$ cat src/rtl/gpu_pkg.sv
// Shared channel state encoding, perf counter width and pointer helper for data_mem_arbiter.
// The perf width is only consumed when DATA_MEM_ARB_PERF_EN is defined.
package gpu_pkg;

    typedef enum logic [2:0] {
        IDLE           = 3'd0,
        READ_WAITING   = 3'd1,
        WRITE_WAITING  = 3'd2,
        READ_RELAYING  = 3'd3,
        WRITE_RELAYING = 3'd4
    } mem_chan_state_t;

    localparam int PERF_CNT_BITS = 16;

    function automatic int wrap_inc(input int value, input int modulus);
        return (value + 1 >= modulus) ? 0 : value + 1;
    endfunction

endpackage

$ cat src/rtl/mem_channel_fsm.sv
// One memory channel: owns the granted consumer index and the registered memory-side request.
// Reports completion and release pulses so the top can drive consumer ready and the claim mask.
//
// state          | meaning
// IDLE           | free; accepts a grant from the top-level selection chain
// READ_WAITING   | mem_read_valid held until mem_read_ready
// WRITE_WAITING  | mem_write_valid held until mem_write_ready
// READ_RELAYING  | consumer read ready held until its read valid drops
// WRITE_RELAYING | consumer write ready held until its write valid drops
module mem_channel_fsm
    import gpu_pkg::*;
#(
    parameter int ADDR_BITS     = 8,
    parameter int DATA_BITS     = 8,
    parameter int NUM_CONSUMERS = 4,
    parameter int IDX_BITS      = 2
) (
    input  logic                     clk,
    input  logic                     reset,
    input  logic                     grant_valid,
    input  logic                     grant_read,
    input  logic [IDX_BITS-1:0]      grant_idx,
    input  logic [ADDR_BITS-1:0]     grant_address,
    input  logic [DATA_BITS-1:0]     grant_data,
    input  logic [NUM_CONSUMERS-1:0] consumer_read_valid,
    input  logic [NUM_CONSUMERS-1:0] consumer_write_valid,
    output logic                     idle,
    output logic [IDX_BITS-1:0]      owner,
    output logic                     read_done,
    output logic                     write_done,
    output logic                     release_claim,
    output logic                     mem_read_valid,
    output logic [ADDR_BITS-1:0]     mem_read_address,
    input  logic                     mem_read_ready,
    output logic                     mem_write_valid,
    output logic [ADDR_BITS-1:0]     mem_write_address,
    output logic [DATA_BITS-1:0]     mem_write_data,
    input  logic                     mem_write_ready
);

    mem_chan_state_t     state_q, state_d;
    logic [IDX_BITS-1:0] owner_q;

    assign idle  = (state_q == IDLE);
    assign owner = owner_q;

    always_ff @(posedge clk or negedge reset) begin
        if (!reset) begin
            state_q <= IDLE;
        end else begin
            state_q <= state_d;
        end
    end

    always_comb begin
        state_d       = state_q;
        read_done     = 1'b0;
        write_done    = 1'b0;
        release_claim = 1'b0;
        case (state_q)
            IDLE: begin
                if (grant_valid) begin
                    state_d = grant_read ? READ_WAITING : WRITE_WAITING;
                end
            end
            READ_WAITING: begin
                if (mem_read_ready) begin
                    read_done = 1'b1;
                    state_d   = READ_RELAYING;
                end
            end
            WRITE_WAITING: begin
                if (mem_write_ready) begin
                    write_done = 1'b1;
                    state_d    = WRITE_RELAYING;
                end
            end
            READ_RELAYING: begin
                if (!consumer_read_valid[owner_q]) begin
                    release_claim = 1'b1;
                    state_d       = IDLE;
                end
            end
            WRITE_RELAYING: begin
                if (!consumer_write_valid[owner_q]) begin
                    release_claim = 1'b1;
                    state_d       = IDLE;
                end
            end
            default: state_d = IDLE;
        endcase
    end

    always_ff @(posedge clk or negedge reset) begin
        if (!reset) begin
            owner_q           <= '0;
            mem_read_valid    <= 1'b0;
            mem_read_address  <= '0;
            mem_write_valid   <= 1'b0;
            mem_write_address <= '0;
            mem_write_data    <= '0;
        end else begin
            if (state_q == IDLE && grant_valid) begin
                owner_q <= grant_idx;
                if (grant_read) begin
                    mem_read_valid   <= 1'b1;
                    mem_read_address <= grant_address;
                end else begin
                    mem_write_valid   <= 1'b1;
                    mem_write_address <= grant_address;
                    mem_write_data    <= grant_data;
                end
            end
            if (read_done) begin
                mem_read_valid <= 1'b0;
            end
            if (write_done) begin
                mem_write_valid <= 1'b0;
            end
        end
    end

endmodule

$ cat src/rtl/data_mem_arbiter.sv
// Round-robin arbiter from LSU data ports onto NUM_CHANNELS memory channels.
// Defining DATA_MEM_ARB_PERF_EN adds saturating served-read/served-write counters.
module data_mem_arbiter
    import gpu_pkg::*;
#(
    parameter int ADDR_BITS     = 8,
    parameter int DATA_BITS     = 8,
    parameter int NUM_CONSUMERS = 4,
    parameter int NUM_CHANNELS  = 1
) (
    input  logic                     clk,
    input  logic                     reset,
    input  logic [NUM_CONSUMERS-1:0] consumer_read_valid,
    input  logic [ADDR_BITS-1:0]     consumer_read_address [NUM_CONSUMERS],
    output logic [NUM_CONSUMERS-1:0] consumer_read_ready,
    output logic [DATA_BITS-1:0]     consumer_read_data [NUM_CONSUMERS],
    input  logic [NUM_CONSUMERS-1:0] consumer_write_valid,
    input  logic [ADDR_BITS-1:0]     consumer_write_address [NUM_CONSUMERS],
    input  logic [DATA_BITS-1:0]     consumer_write_data [NUM_CONSUMERS],
    output logic [NUM_CONSUMERS-1:0] consumer_write_ready,
    output logic [NUM_CHANNELS-1:0]  mem_read_valid,
    output logic [ADDR_BITS-1:0]     mem_read_address [NUM_CHANNELS],
    input  logic [NUM_CHANNELS-1:0]  mem_read_ready,
    input  logic [DATA_BITS-1:0]     mem_read_data [NUM_CHANNELS],
    output logic [NUM_CHANNELS-1:0]  mem_write_valid,
    output logic [ADDR_BITS-1:0]     mem_write_address [NUM_CHANNELS],
    output logic [DATA_BITS-1:0]     mem_write_data [NUM_CHANNELS],
    input  logic [NUM_CHANNELS-1:0]  mem_write_ready
`ifdef DATA_MEM_ARB_PERF_EN
    ,
    output logic [PERF_CNT_BITS-1:0] perf_reads_served,
    output logic [PERF_CNT_BITS-1:0] perf_writes_served
`endif
);

    localparam int IDX_BITS = (NUM_CONSUMERS > 1) ? $clog2(NUM_CONSUMERS) : 1;

    logic [NUM_CONSUMERS-1:0] claim_q, claim_d;
    logic [IDX_BITS-1:0]      rr_ptr_q, rr_ptr_d;
    logic [NUM_CHANNELS-1:0]  chan_idle, grant_valid, grant_read;
    logic [NUM_CHANNELS-1:0]  read_done, write_done, release_claim;
    logic [IDX_BITS-1:0]      grant_idx [NUM_CHANNELS];
    logic [IDX_BITS-1:0]      chan_owner [NUM_CHANNELS];
    logic [ADDR_BITS-1:0]     grant_address [NUM_CHANNELS];
    logic [DATA_BITS-1:0]     grant_data [NUM_CHANNELS];

    // Channels arbitrate in index order; each sees the claims and pointer left by the previous one.
    always_comb begin
        logic [IDX_BITS-1:0] cand_idx;
        claim_d  = claim_q;
        rr_ptr_d = rr_ptr_q;
        cand_idx = '0;
        for (int ch = 0; ch < NUM_CHANNELS; ch++) begin
            grant_valid[ch]   = 1'b0;
            grant_read[ch]    = 1'b0;
            grant_idx[ch]     = '0;
            grant_address[ch] = '0;
            grant_data[ch]    = '0;
            if (chan_idle[ch]) begin
                for (int k = 0; k < NUM_CONSUMERS; k++) begin
                    cand_idx = IDX_BITS'((int'(rr_ptr_d) + k) % NUM_CONSUMERS);
                    if (!grant_valid[ch] && !claim_d[cand_idx] &&
                        (consumer_read_valid[cand_idx] || consumer_write_valid[cand_idx])) begin
                        grant_valid[ch]   = 1'b1;
                        grant_idx[ch]     = cand_idx;
                        grant_read[ch]    = consumer_read_valid[cand_idx];
                        grant_address[ch] = consumer_read_valid[cand_idx] ?
                                            consumer_read_address[cand_idx] :
                                            consumer_write_address[cand_idx];
                        grant_data[ch]    = consumer_write_data[cand_idx];
                    end
                end
                if (grant_valid[ch]) begin
                    claim_d[grant_idx[ch]] = 1'b1;
                    rr_ptr_d = IDX_BITS'(wrap_inc(int'(grant_idx[ch]), NUM_CONSUMERS));
                end
            end
        end
        for (int ch = 0; ch < NUM_CHANNELS; ch++) begin
            if (release_claim[ch]) begin
                claim_d[chan_owner[ch]] = 1'b0;
            end
        end
    end

    for (genvar ch = 0; ch < NUM_CHANNELS; ch++) begin : g_chan
        mem_channel_fsm #(
            .ADDR_BITS     (ADDR_BITS),
            .DATA_BITS     (DATA_BITS),
            .NUM_CONSUMERS (NUM_CONSUMERS),
            .IDX_BITS      (IDX_BITS)
        ) u_chan (
            .clk                  (clk),
            .reset                (reset),
            .grant_valid          (grant_valid[ch]),
            .grant_read           (grant_read[ch]),
            .grant_idx            (grant_idx[ch]),
            .grant_address        (grant_address[ch]),
            .grant_data           (grant_data[ch]),
            .consumer_read_valid  (consumer_read_valid),
            .consumer_write_valid (consumer_write_valid),
            .idle                 (chan_idle[ch]),
            .owner                (chan_owner[ch]),
            .read_done            (read_done[ch]),
            .write_done           (write_done[ch]),
            .release_claim        (release_claim[ch]),
            .mem_read_valid       (mem_read_valid[ch]),
            .mem_read_address     (mem_read_address[ch]),
            .mem_read_ready       (mem_read_ready[ch]),
            .mem_write_valid      (mem_write_valid[ch]),
            .mem_write_address    (mem_write_address[ch]),
            .mem_write_data       (mem_write_data[ch]),
            .mem_write_ready      (mem_write_ready[ch])
        );
    end

    always_ff @(posedge clk or negedge reset) begin
        if (!reset) begin
            claim_q              <= '0;
            rr_ptr_q             <= '0;
            consumer_read_ready  <= '0;
            consumer_write_ready <= '0;
            for (int i = 0; i < NUM_CONSUMERS; i++) begin
                consumer_read_data[i] <= '0;
            end
        end else begin
            claim_q  <= claim_d;
            rr_ptr_q <= rr_ptr_d;
            for (int ch = 0; ch < NUM_CHANNELS; ch++) begin
                if (read_done[ch]) begin
                    consumer_read_ready[chan_owner[ch]] <= 1'b1;
                    consumer_read_data[chan_owner[ch]]  <= mem_read_data[ch];
                end
                if (write_done[ch]) begin
                    consumer_write_ready[chan_owner[ch]] <= 1'b1;
                end
                if (release_claim[ch]) begin
                    consumer_read_ready[chan_owner[ch]]  <= 1'b0;
                    consumer_write_ready[chan_owner[ch]] <= 1'b0;
                end
            end
        end
    end

`ifdef DATA_MEM_ARB_PERF_EN
    // One extra bit catches overflow so the counters can saturate.
    logic [PERF_CNT_BITS:0] reads_sum, writes_sum;

    always_comb begin
        reads_sum  = {1'b0, perf_reads_served};
        writes_sum = {1'b0, perf_writes_served};
        for (int ch = 0; ch < NUM_CHANNELS; ch++) begin
            reads_sum  = reads_sum + (PERF_CNT_BITS + 1)'(read_done[ch]);
            writes_sum = writes_sum + (PERF_CNT_BITS + 1)'(write_done[ch]);
        end
    end

    always_ff @(posedge clk or negedge reset) begin
        if (!reset) begin
            perf_reads_served  <= '0;
            perf_writes_served <= '0;
        end else begin
            perf_reads_served  <= reads_sum[PERF_CNT_BITS] ? '1 : reads_sum[PERF_CNT_BITS-1:0];
            perf_writes_served <= writes_sum[PERF_CNT_BITS] ? '1 : writes_sum[PERF_CNT_BITS-1:0];
        end
    end
`endif

endmodule

$ cat config.mk
export PLATFORM = sky130hd
export DESIGN_NAME = data_mem_arbiter
export DESIGN_NICKNAME = d
export VERILOG_FILES = /design/src/rtl/gpu_pkg.sv /design/src/rtl/mem_channel_fsm.sv /design/src/rtl/data_mem_arbiter.sv
export SDC_FILE = /design/constraint.sdc
export NUM_CORES = 1
export LEC_CHECK = 0
export ABC_CLOCK_PERIOD_IN_PS = 3740
export CORE_UTILIZATION = 50
export DETAILED_ROUTE_END_ITERATION = 16
export GPL_TIMING_DRIVEN = 0
export PLACE_DENSITY_LB_ADDON = 0.12
export SYNTH_ARGS = -nofsm -noshare
export SYNTH_HDL_FRONTEND = slang
export SYNTH_SLANG_ARGS = --single-unit
$ cat constraint.sdc
create_clock -name clk -period 3.74 [get_ports clk]
set_clock_uncertainty 0.05 [all_clocks]
set_input_delay 0.748 -clock clk [delete_from_list [all_inputs] [get_ports clk]]
set_output_delay 0.748 -clock clk [all_outputs]
set_load 0.02 [all_outputs]
; Yosys cells after proc, flatten, opt, wreduce, memory -nomap -nowiden
; Index checks and enable logic that the tools add are counted.
[classes]
n_addsub = 4
order_cmp = 15
n_eq_ne = 10
muxes = 133
n_bitwise = 13
n_reduce_logical = 32
[ops]
columns = operator, n
row1 = 8-bit 2-to-1 mux, 39
row2 = 8-bit binary-select mux with 2-bit select, 12
row3 = 1-bit 2-to-1 mux, 42
row4 = 32-bit bitwise mux, 1
row5 = 1-bit binary-select mux with 2-bit select, 14
row6 = 4-bit 2-to-1 mux, 7
row7 = 3-bit greater-or-equal comparator (second input constant), 6
row8 = 2-bit by 3-bit less-than comparator with 1-bit output (second input constant), 6
row9 = 8-bit demux with 2-bit select, 1
row10 = 2-bit 2-to-1 mux, 8
row11 = 3-bit 2-to-1 mux, 5
row12 = 2-bit inverter with 3-bit output, 5
row13 = 3-bit case mux with 5 select lines, 1
row14 = 4-bit bitwise AND, 3
row15 = 4-bit bitwise OR, 3
row16 = 1-bit logical AND, 11
row17 = 2-bit != test (second input constant), 5
row18 = 2-bit AND reduction, 5
row19 = 1-bit logical NOT, 7
row20 = 3-bit by 2-bit equality test with 1-bit output (second input constant), 2
row21 = 2-bit nonzero test, 3
row22 = 5-bit AND reduction, 1
row23 = 2-bit adder (second input constant), 2
row24 = 1-bit demux with 2-bit select, 2
row25 = other kinds (12), 16
[totals]
regBits = 77
in_bits = 116
output_inout_bits = 66
wordCells = 222

; Depth between registers and ports, before layout
; Gate-level depths: netlist (run 1).
[depth]
depth_word = 30
mapped_depth = 12
depth_no_buf = 8

; Modules after synthesis
; Synthesis (run 1) repeated with hierarchy kept, for this count alone.
[hier_totals]
hier_cells = 669
area_unflattened_um2 = 6548.8
[by_module_without_submodules]
columns = mod, n_inst, cells_each, area_per_inst_um2
row1 = data_mem_arbiter, 1, 577, 5206.2
row2 = mem_channel_fsm, 1, 92, 1342.5

; Worst setup path before layout (run 1)
; No wires, ideal clock.
[synth_timing]
path_kind = input port to flip-flop
start = input consumer_read_valid[2]
end = register g_chan[0].u_chan.mem_write_address[5]
setup_time_ns = 0.125
t_arrival_ns = 2.857
path_slack_ns = 0.708
path_stages = 10
cell_sequence = mux4_2 buf_6 nand2b_2 o21ai_2 or4_1 and2_1 buf_6 nand2_4 buf_8 mux2_4
[synth_via]
elab_chain_cells = 24
elab_cells_between_ends = 48
[synth_rtl]
columns = element, line
row1 = start: declaration, data_mem_arbiter.sv:13  ; input logic [NUM_CONSUMERS-1:0] consumer_read_valid,
row2 = 1-bit binary-select mux with 2-bit select, "data_mem_arbiter.sv:63, data_mem_arbiter.sv:66, data_mem_arbiter.sv:67"
row3 = 1-bit 2-to-1 mux (not written as such), "data_mem_arbiter.sv:63, data_mem_arbiter.sv:66, data_mem_arbiter.sv:67"
row4 = 1-bit logical OR, data_mem_arbiter.sv:63  ; (consumer_read_valid[cand_idx] || consumer_write_valid[cand_idx])) begin
row5 = 1-bit logical AND, data_mem_arbiter.sv:62  ; if (!grant_valid[ch] && !claim_d[cand_idx] &&
row6 = 1-bit 2-to-1 mux, data_mem_arbiter.sv:62
row7 = 1-bit 2-to-1 mux, data_mem_arbiter.sv:59  ; if (chan_idle[ch]) begin
row8 = 1-bit logical NOT, data_mem_arbiter.sv:62
row9 = 1-bit logical AND (2 in a row), data_mem_arbiter.sv:62
row10 = [... 5 more ...], n/a
row11 = 1-bit 2-to-1 mux, data_mem_arbiter.sv:62
row12 = 1-bit 2-to-1 mux, data_mem_arbiter.sv:59
row13 = 1-bit logical NOT, data_mem_arbiter.sv:62
row14 = 1-bit logical AND (2 in a row), data_mem_arbiter.sv:62
row15 = 1-bit 2-to-1 mux, data_mem_arbiter.sv:62
row16 = 1-bit 2-to-1 mux (2 in a row), data_mem_arbiter.sv:59
row17 = 1-bit logical AND, mem_channel_fsm.sv:103  ; if (state_q == IDLE && grant_valid) begin
row18 = 2-bit AND reduction (no line), n/a
row19 = end signal: assignment, mem_channel_fsm.sv:110  ; mem_write_address <= grant_address;
row20 = end: declaration, mem_channel_fsm.sv:36  ; output logic [ADDR_BITS-1:0] mem_write_address,
; Several ways; a longest one is shown, not always the timed one. The select of a mux whose other input is x is not followed.
; A chain may end at the register's enable or synchronous reset.

; Worst setup path in the final report (run 1)
[layout_timing]
start = input consumer_read_valid[2]
end = register g_chan[0].u_chan.mem_read_address[1]
[layout_via]
elab_chain_cells = 24
elab_cells_between_ends = 47
[layout_rtl]
columns = element, line
row1 = 1-bit binary-select mux with 2-bit select, "data_mem_arbiter.sv:63, data_mem_arbiter.sv:66, data_mem_arbiter.sv:67"
row2 = 1-bit 2-to-1 mux (not written as such), "data_mem_arbiter.sv:63, data_mem_arbiter.sv:66, data_mem_arbiter.sv:67"
row3 = 1-bit logical OR, data_mem_arbiter.sv:63
row4 = 1-bit logical AND, data_mem_arbiter.sv:62
row5 = 1-bit 2-to-1 mux, data_mem_arbiter.sv:62
row6 = 1-bit 2-to-1 mux, data_mem_arbiter.sv:59
row7 = 1-bit logical NOT, data_mem_arbiter.sv:62
row8 = 1-bit logical AND (2 in a row), data_mem_arbiter.sv:62
row9 = [... 5 more ...], n/a
row10 = 1-bit 2-to-1 mux, data_mem_arbiter.sv:62
row11 = 1-bit 2-to-1 mux, data_mem_arbiter.sv:59
row12 = 1-bit logical NOT, data_mem_arbiter.sv:62
row13 = 1-bit logical AND (2 in a row), data_mem_arbiter.sv:62
row14 = 1-bit 2-to-1 mux, data_mem_arbiter.sv:62
row15 = 1-bit 2-to-1 mux (2 in a row), data_mem_arbiter.sv:59
row16 = 1-bit logical AND, mem_channel_fsm.sv:103
row17 = 2-bit AND reduction (no line), n/a
row18 = end signal: assignment, mem_channel_fsm.sv:107  ; mem_read_address <= grant_address;
row19 = end: declaration, mem_channel_fsm.sv:33  ; output logic [ADDR_BITS-1:0] mem_read_address,
; Several ways; a longest one is shown, not always the timed one. The select of a mux whose other input is x is not followed.

==> results of run 1 <==
## report_power, final
part	switching (W)	internal, W	total (W)
logic	0.00349	0.00300	0.00649
clock network	0.000328	0.000532	0.000859
registers	0.000218	0.00122	0.00144
total	0.00403	0.00476	0.00879
## final cells by class
cell class | count | share of cell area, %
clock buffer | 10 | 2.65
buffer | 49 | 2.97
clock inverter | 6 | 0.693
inverter | 18 | 0.748
tap | 172 | 2.38
timing repair buffer | 182 | 20.3
multi-input combinational | 445 | 48.9
sequential | 77 | 21.3
## Yosys cell counts, types with 3 or more instances
| master | number | area (µm²) |
|---|---|---|
| a21oi_1 | 29 | 145 |
| a31oi_1 | 3 | 18.8 |
| and2_1 | 11 | 68.8 |
| and3_1 | 3 | 18.8 |
| buf_1 | 3 | 11.3 |
| buf_2 | 22 | 110 |
| buf_4 | 4 | 30.0 |
| buf_6 | 4 | 45.0 |
| clkbuf_1 | 15 | 56.3 |
| dfrtp_1 | 77 | 1930 |
| inv_1 | 18 | 67.6 |
| mux2_1 | 8 | 90.1 |
| mux2_2 | 48 | 541 |
| mux2_4 | 9 | 135 |
| mux2i_1 | 70 | 701 |
| mux4_2 | 72 | 1620 |
| nand2_1 | 28 | 105 |
| nand2b_1 | 4 | 25.0 |
| nor2_1 | 34 | 128 |
| nor2b_1 | 3 | 18.8 |
| nor3_1 | 19 | 95.1 |
| nor3b_1 | 3 | 22.5 |
| o21a_1 | 3 | 22.5 |
| o21ai_0 | 44 | 220 |
| o21bai_1 | 3 | 22.5 |
| o221ai_1 | 7 | 61.3 |
| o22ai_1 | 9 | 56.3 |
| o32ai_1 | 3 | 26.3 |
## cells by family after synthesis
family,Yosys count
AND/OR/NAND/NOR,116
multiplexers,207
buffers and inverters,67
XOR/XNOR,1
flip-flops,77
adder cells (fa/ha/maj),1
AO/OA/AOI/OAI,120
## critical path, stage by stage
cell and delay, ns:
clkdlybuf4s50_1 0.53, mux4_2 0.53, buf_2 0.26, o21bai_1 0.88, nor2_1 0.11, nor3_1 0.17
o22ai_1 0.21, mux2_1 0.35
## flip-flops by register name, indices dropped and copies added, names as in the netlist, 2 cells and up, named ones only
name,cells
rr_ptr_q,2
consumer_read_data,32
claim_q,4
g_chan.u_chan.owner,2
g_chan.u_chan.mem_write_address,8
g_chan.u_chan.mem_write_data,8
g_chan.u_chan.state_q,3
g_chan.u_chan.mem_read_address,8
## stage by stage
step	cell area (µm²)	TNS (ns)
after floorplan	6670	0
after global placement	8700	-53.71
after detailed placement	8720	-4.03
after CTS	9020	0
after global routing	9030	0
final	9030	0
## final timing paths
path	start	endpoint	slack [ns]	depth (start not counted)
max	consumer_read_valid[2]	g_chan[0].u_chan.mem_read_address[1]	0.11	8
min	reset	g_chan[0].u_chan.mem_write_data[5]	0.18	1
max reg2reg	rr_ptr_q[0]	g_chan[0].u_chan.mem_write_data[6]	0.38	10
min reg2reg	consumer_read_data[24]	consumer_read_data[24]	0.45	1
max in group asynchronous	reset	consumer_read_data[21]	2.92	2
min in group clk	consumer_read_data[24]	consumer_read_data[24]	0.45	1
## per-layer routing
metal | part of all wire (%) | track usage [%]
met1 | 39 | 39.8
met5 | 0 | 0
met4 | 2.1 | 9.54
met3 | 9.1 | 6.59
met2 | 49 | 51.7
==> out/results.ini, run 1 <==
[outcome]
status=complete, but fails checks
violations=max-capacitance violations

[finish]
final_cell_mix=180 x clkdlybuf4s50_1, 77 x dfrtp_1, 72 x mux4_2
area_growth_pct=35.3
final_core_util_pct=70.4
multi_input_area_um2=4410
fillCellCount=951
mostFrequentLayoutCell=clkdlybuf4s50_1
drive_above_1_share_pct=23.9
final_net_count=899
instances_no_fill=959
regArea_um2=1930
antenna_cells=0

[clock_network]
cts.sinks=77
cts_max_level=3
clockBufferDepth=2
postCtsResizedCells=0
cts_made_buffers=9
holdBufCountCts=0
clk_latency_ns=0.33
post_cts_buffers=0
cts_tree=built
clk_pin_slew_worst_paths_ns=0.06
clockRootBuffer=clkbuf_16

[synth]
avgSynthCellArea_um2=11.3
synth_compound_area_share_pct=11.0
ys.flop_type=dfrtp_1
synthXorXnorAreaFrac_pct=0.131
syn_inst=589
ys_warn_count=0
syn_nets=706
synthMuxAreaShare_pct=46.3
synth_seq_cells=77
synth-edff-count=0
netlist_area_um2=6670
async_reset_ff_share_pct=100
ys_seq_area_share_pct=28.9
synth_top_family_by_area=multiplexers
synth_fa_ha_area_share_pct=0.188
synth_simple_gate_area_share_pct=8.42
yosysUniqueCellTypes=55

[global_route]
overflow=0
antenna_found_initial=0
grt_pass1_vias=6133
grt_max_degree=72
grt_first_pass_wirelength_um=33400
grt_use_total_pct=30.8

[pwr]
leakage_nw=3.73
total_power_w=0.00879
p_per_area_nw_per_um2=974
irDropWorstVdd_mv=0.611

[place]
dp_hpwl_um=15400
place_inst=943
gp_congestion=0.919
dpl_worst_slack_ns=-0.320
portBuffers=181

[timing]
slew_headroom_pct=0.806
rsz0062_at_grt=no
setup_viol=0
timing.final.ws_setup_ns=0.114
period_needed_ns=3.63
fmax_mhz=276
fin_crit_sh_pct=96.9
hold_viol_final=0
report.final.slew_viol_count=0
holdWs_ns=0.178
worst_pin_slew_ns=1.48

[routing]
postRouteAntennaNets=0
detail_route.vias_per_cell=6.46
via_count=6194
drc_errors=0
wl_per_cell_um=22.0
dr.first_iter.drc_count=667
wl_um=21100
firstDrtPassIters=5

[floorplanning]
num_io_pins=182
start_util_pct=52.0
die_h_um=118
rows=41
core_area_um2=12800
dieArea_um2=13800
die_x_um=118

[min_path]
hp-class=in2async

[flow_run]
max-cap-violations=1

[worst_setup_path]
end_kind=flop
critical_path_arrival_ns=3.78
worstPathRequired_ns=3.90
cp_max_fo=10
critPathKind=in2reg
worstSetupStartpointType=primary input

Power figures use the tool's default switching activity.
==> inputs of run 2 (changes only) <==
HOLD_SLACK_MARGIN = 0.05   (was not set)
==> results of run 2 <==
No change in the layout: final DEF, timing and power equal those of run 1.
